$ cat src/rtl/sr_ff_bank.sv
// sr_ff_bank: bank of clocked SR flags with configurable s=r=1 resolution and conflict tracking (counter under SR_FF_BANK_CONFLICT_CNT_EN)
module sr_ff_bank #(
    parameter int                 WIDTH   = 8,
    parameter int                 MODE    = 0,
    parameter int                 CNT_W   = 4,
    parameter logic [WIDTH-1:0]   RST_VAL = {WIDTH{1'b0}}
) (
    input  logic             clk,
    input  logic             rst,
    input  logic             en,
    input  logic [WIDTH-1:0] s,
    input  logic [WIDTH-1:0] r,
    input  logic             clr_conflict,
    output logic [WIDTH-1:0] q,
    output logic [WIDTH-1:0] qn,
    output logic [WIDTH-1:0] conflict,
    output logic [CNT_W-1:0] conflict_cnt
);
    if (MODE < 0 || MODE > 3) begin : g_bad_mode
        $error("sr_ff_bank: MODE %0d is not one of 0..3", MODE);
    end

    logic [WIDTH-1:0] both;
    logic [WIDTH-1:0] res;
    logic [WIDTH-1:0] q_nxt;
    logic             any;

    // next q: plain set/reset/hold, with s=r=1 channels resolved by MODE
    always_comb begin
        both  = s & r;
        res   = MODE == 0 ? '0 : MODE == 1 ? '1 : MODE == 2 ? q : ~q;
        q_nxt = (s & ~r) | (q & ~(s | r)) | (both & res);
        any   = en & |both;
    end

    // q and its complement held in separate registers so qn never lags q
    always_ff @(posedge clk) begin
        if (rst) begin
            q  <= RST_VAL;
            qn <= ~RST_VAL;
        end else if (en) begin
            q  <= q_nxt;
            qn <= ~q_nxt;
        end
    end

    // sticky conflict flags; a fresh conflict beats a same-cycle clear
    always_ff @(posedge clk) begin
        if (rst)
            conflict <= '0;
        else if (en)
            conflict <= (clr_conflict ? '0 : conflict) | both;
    end

`ifdef SR_FF_BANK_CONFLICT_CNT_EN
    // saturating count of cycles with at least one conflicting channel
    always_ff @(posedge clk) begin
        if (rst)
            conflict_cnt <= '0;
        else if (en)
            conflict_cnt <= clr_conflict ? (any ? CNT_W'(1) : '0)
                          : (any && conflict_cnt != {CNT_W{1'b1}}) ? conflict_cnt + CNT_W'(1)
                          : conflict_cnt;
    end
`else
    assign conflict_cnt = '0;
`endif
endmodule

$ cat config.mk
export PLATFORM = sky130hd
export DESIGN_NAME = sr_ff_bank
export DESIGN_NICKNAME = d
export VERILOG_FILES = /design/src/rtl/sr_ff_bank.sv
export SDC_FILE = /design/constraint.sdc
export NUM_CORES = 1
export LEC_CHECK = 0
export CORE_UTILIZATION = 38
export DETAILED_ROUTE_END_ITERATION = 8
export GPL_ROUTABILITY_DRIVEN = 0
export GPL_TIMING_DRIVEN = 0
export PLACE_DENSITY = 0.77
export SLEW_MARGIN = 10
export SYNTH_ARGS = -nofsm -noshare
export SYNTH_HDL_FRONTEND = slang
export SYNTH_SLANG_ARGS = --single-unit
$ cat constraint.sdc
create_clock -name clk -period 1 [get_ports clk]
set_input_delay 0.1 -clock clk [delete_from_list [all_inputs] [get_ports clk]]
set_output_delay 0.1 -clock clk [all_outputs]
set_load 0.005 [all_outputs]
==> out/results.txt <==
Sink Count - 24
run status - complete, no violations
Tcrit/Tclk final - 97.0%
Nets - 179
type of the tightest min-delay check - primary input to register
Worst EP required - 900 ps
final hold violations - 0
CP top delay family - flip-flops
Clock Path Buffers - 2
Total Power - 0.00190 W
Crit Path Class - register to output port
Arr. time, crit path - 870 ps
Worst Setup End Kind - output port
Setup-failing EPs final - 0
WL final - 2630 um
largest family of logic cells by synthesized area - compound AO/OA/AOI/OAI gates
fraction of the mapped netlist area in adder cells - 0%
Critical Path, Cell by Cell - clkdlybuf4s15_1
First DRT Iteration DRCs - 26
Core Footprint - 2250 um^2
max_cap viols - 0
ranking of synthesized cells by area - dfxtp_1, nor2_1, a32oi_1, a211oi_1, nor3b_1
CTS tree - yes
total CTS buffers - 3
Internal - 0.00143 W
vias in the first global route - 953
Die Y - 51.4 um
Slew Limit Fails - 0
# hold bufs at CTS - 0
Initial Utilization - 41.1%
slowest stage delay, CP - 350 ps
Startpoint Class - register
Mapped Cells - 100
register bit total from synthesis - 24
synth cell count leaders - dfxtp_1, nor2_1
Seq pwr share - 54.5%
io pins - 48
clock-pin slew on the worst setup and hold paths - 130 ps
DP HPWL - 1760 um
largest net degree at the start of global routing - 14
worst skew pair latency - 310 ps
antenna-violating nets left - 0
row cnt - 17
GR Util All Layers - 21.0%
Logic pwr share - 18.3%
Post-synth EDFFs - 0
Post-synth top flop - dfxtp_1
# DRC - 0
die area - 2640 um^2
# diodes - 0
worst-path fanout max - 2
Post-Syn Area - 927 um^2
WL/cell - 14.1 um
multiplexer area fraction after synthesis - 0%
Worst Path Buf+Inv - 1
Synth Area in XOR/XNOR - 0%
CP max stage cell - dfxtp_2
layout cell share with drive strength beyond 1 - 41.1%
syn avg cell area - 9.27 um^2
clock network fraction of total power - 27.2%
skew final - 2.74 ps
H-tree Lvls - 1
Pwr per Cell Area - 1300 nW/um^2
Yosys warnings - 0
antenna violations before repair - 0
Sw Pwr - 0.000472 W
vias per cell - 5.17
vias - 961
cell taking the most area after synthesis - dfxtp_1
Async SR Flop Fraction - 0%
number of port buffers - 43
Max Freq - 1.03 GHz
Root Buffer - clkbuf_4
flop2flop setup slack - 120 ps
die width - 51.4 um
Setup TNS - 0 ps
first-pass GRT wire length - 4020 um
P_leak - 0.636 nW
min cycle time layout - 970 ps
Sw Share - 24.8%
post-synthesis sequential area ratio - 51.8%
post-synth top area share - 51.8%
Synth Area in Compound Gates - 24.8%
Layout area overhead - 58.4%
synth unique cells - 12
GRT overflow - 0
DR pass1 iterations - 4
WHS - 383 ps
Worst IR Drop VDD - 931 uV
RSZ-0062 raised after global routing - false
Simple-Gate Fraction of Synth Area - 16.6%
==> layout by cell type (no fill, tap or decap) <==
master,synthesis,final
dfxtp_2,0,24
nand2_2,0,1
nor3b_1,8,6
clkbuf_8,0,1
buf_2,5,4
buf_4,4,13
nor3b_2,0,2
conb_1,1,4
clkbuf_4,0,4
nor2_1,24,24
clkdlybuf4s50_1,0,19
clkbuf_2,0,16
a32oi_1,8,8
a211oi_1,8,8
a21oi_1,8,8
o21bai_1,8,8
clkdlybuf4s15_1,0,8
==> cells by family (layout without fill, tap and decap cells) <==
group	Yosys count	count (layout)
buf+inv	10	65
other cells	1	4
compound gates	32	32
flops	24	24
simple gates	33	33
==> power by group through the flow <==
stage / clock [W] / combinational (W) / sequential [W]
floorplan: 0 / 0.000126 / 0.00106
global placement: 0 / 0.000341 / 0.00105
detailed placement: 0 / 0.000346 / 0.00105
CTS: 0.000524 / 0.000352 / 0.00104
global route: 0.000567 / 0.000378 / 0.00104
finish: 0.000518 / 0.000349 / 0.00104
==> sequential cells by signal, summed over array words and instances (netlist names) <==
| register | cells |
|---|---|
| q | 8 |
| qn | 8 |
| conflict | 8 |
==> timing repair <==
item	4_1_cts	5_1_grt
resized for setup	73	24
endpoints found under the hold margin	0	0
setup buffers	7	1
setup endpoints to repair	24	28
==> cell type report <==
cell class | instances | area [um^2]
tap | 28 | 35.0
clock buffer | 4 | 36.3
multi-input combinational | 69 | 412
sequential | 24 | 510
fill | 212 | 786
buffer | 10 | 65.1
timing repair buffer | 51 | 410
==> per-layer routing <==
layer / wire (um) / part of all wire [%] / track usage [%] / vias up
met5: 0 / 0 / 0 / -
met4: 10 / 0.38 / 10.4 / 0
met3: 162 / 6.2 / 4.46 / 2
met2: 1420 / 54 / 39.6 / 44
met1: 1030 / 39 / 21.2 / 447
li1: - / - / - / 468
==> worst register-to-register path, delay by kind of cell (launching register included) <==
| kind | cells | cell delay [ps] |
|---|---|---|
| AND/OR/NAND/NOR | 2 | 240 |
| flip-flops | 1 | 350 |
| AO/OA/AOI/OAI | 1 | 90 |
| buffers and inverters | 1 | 110 |
==> per-stage QoR <==
step	instance area [um^2]	instances	setup slack, ps	util (%)
after global routing	1470	186	1.10	65.1
after global placement	1400	174	-318	62.3
after floorplan	938	103	252	-
after CTS	1520	185	4.63	67.6
final	1470	186	29.7	65.1
after detailed placement	1400	174	-327	62.3
==> worst paths after layout <==
path | startpoint | end | cells past startpoint
min | r[0] | q[0] | 2
min reg2reg | conflict[3] | conflict[3] | 2
max reg2reg | q[0] | qn[0] | 4
max | conflict[2] | conflict[2] | 1
No activity file was read; power rests on OpenSTA's default activity.
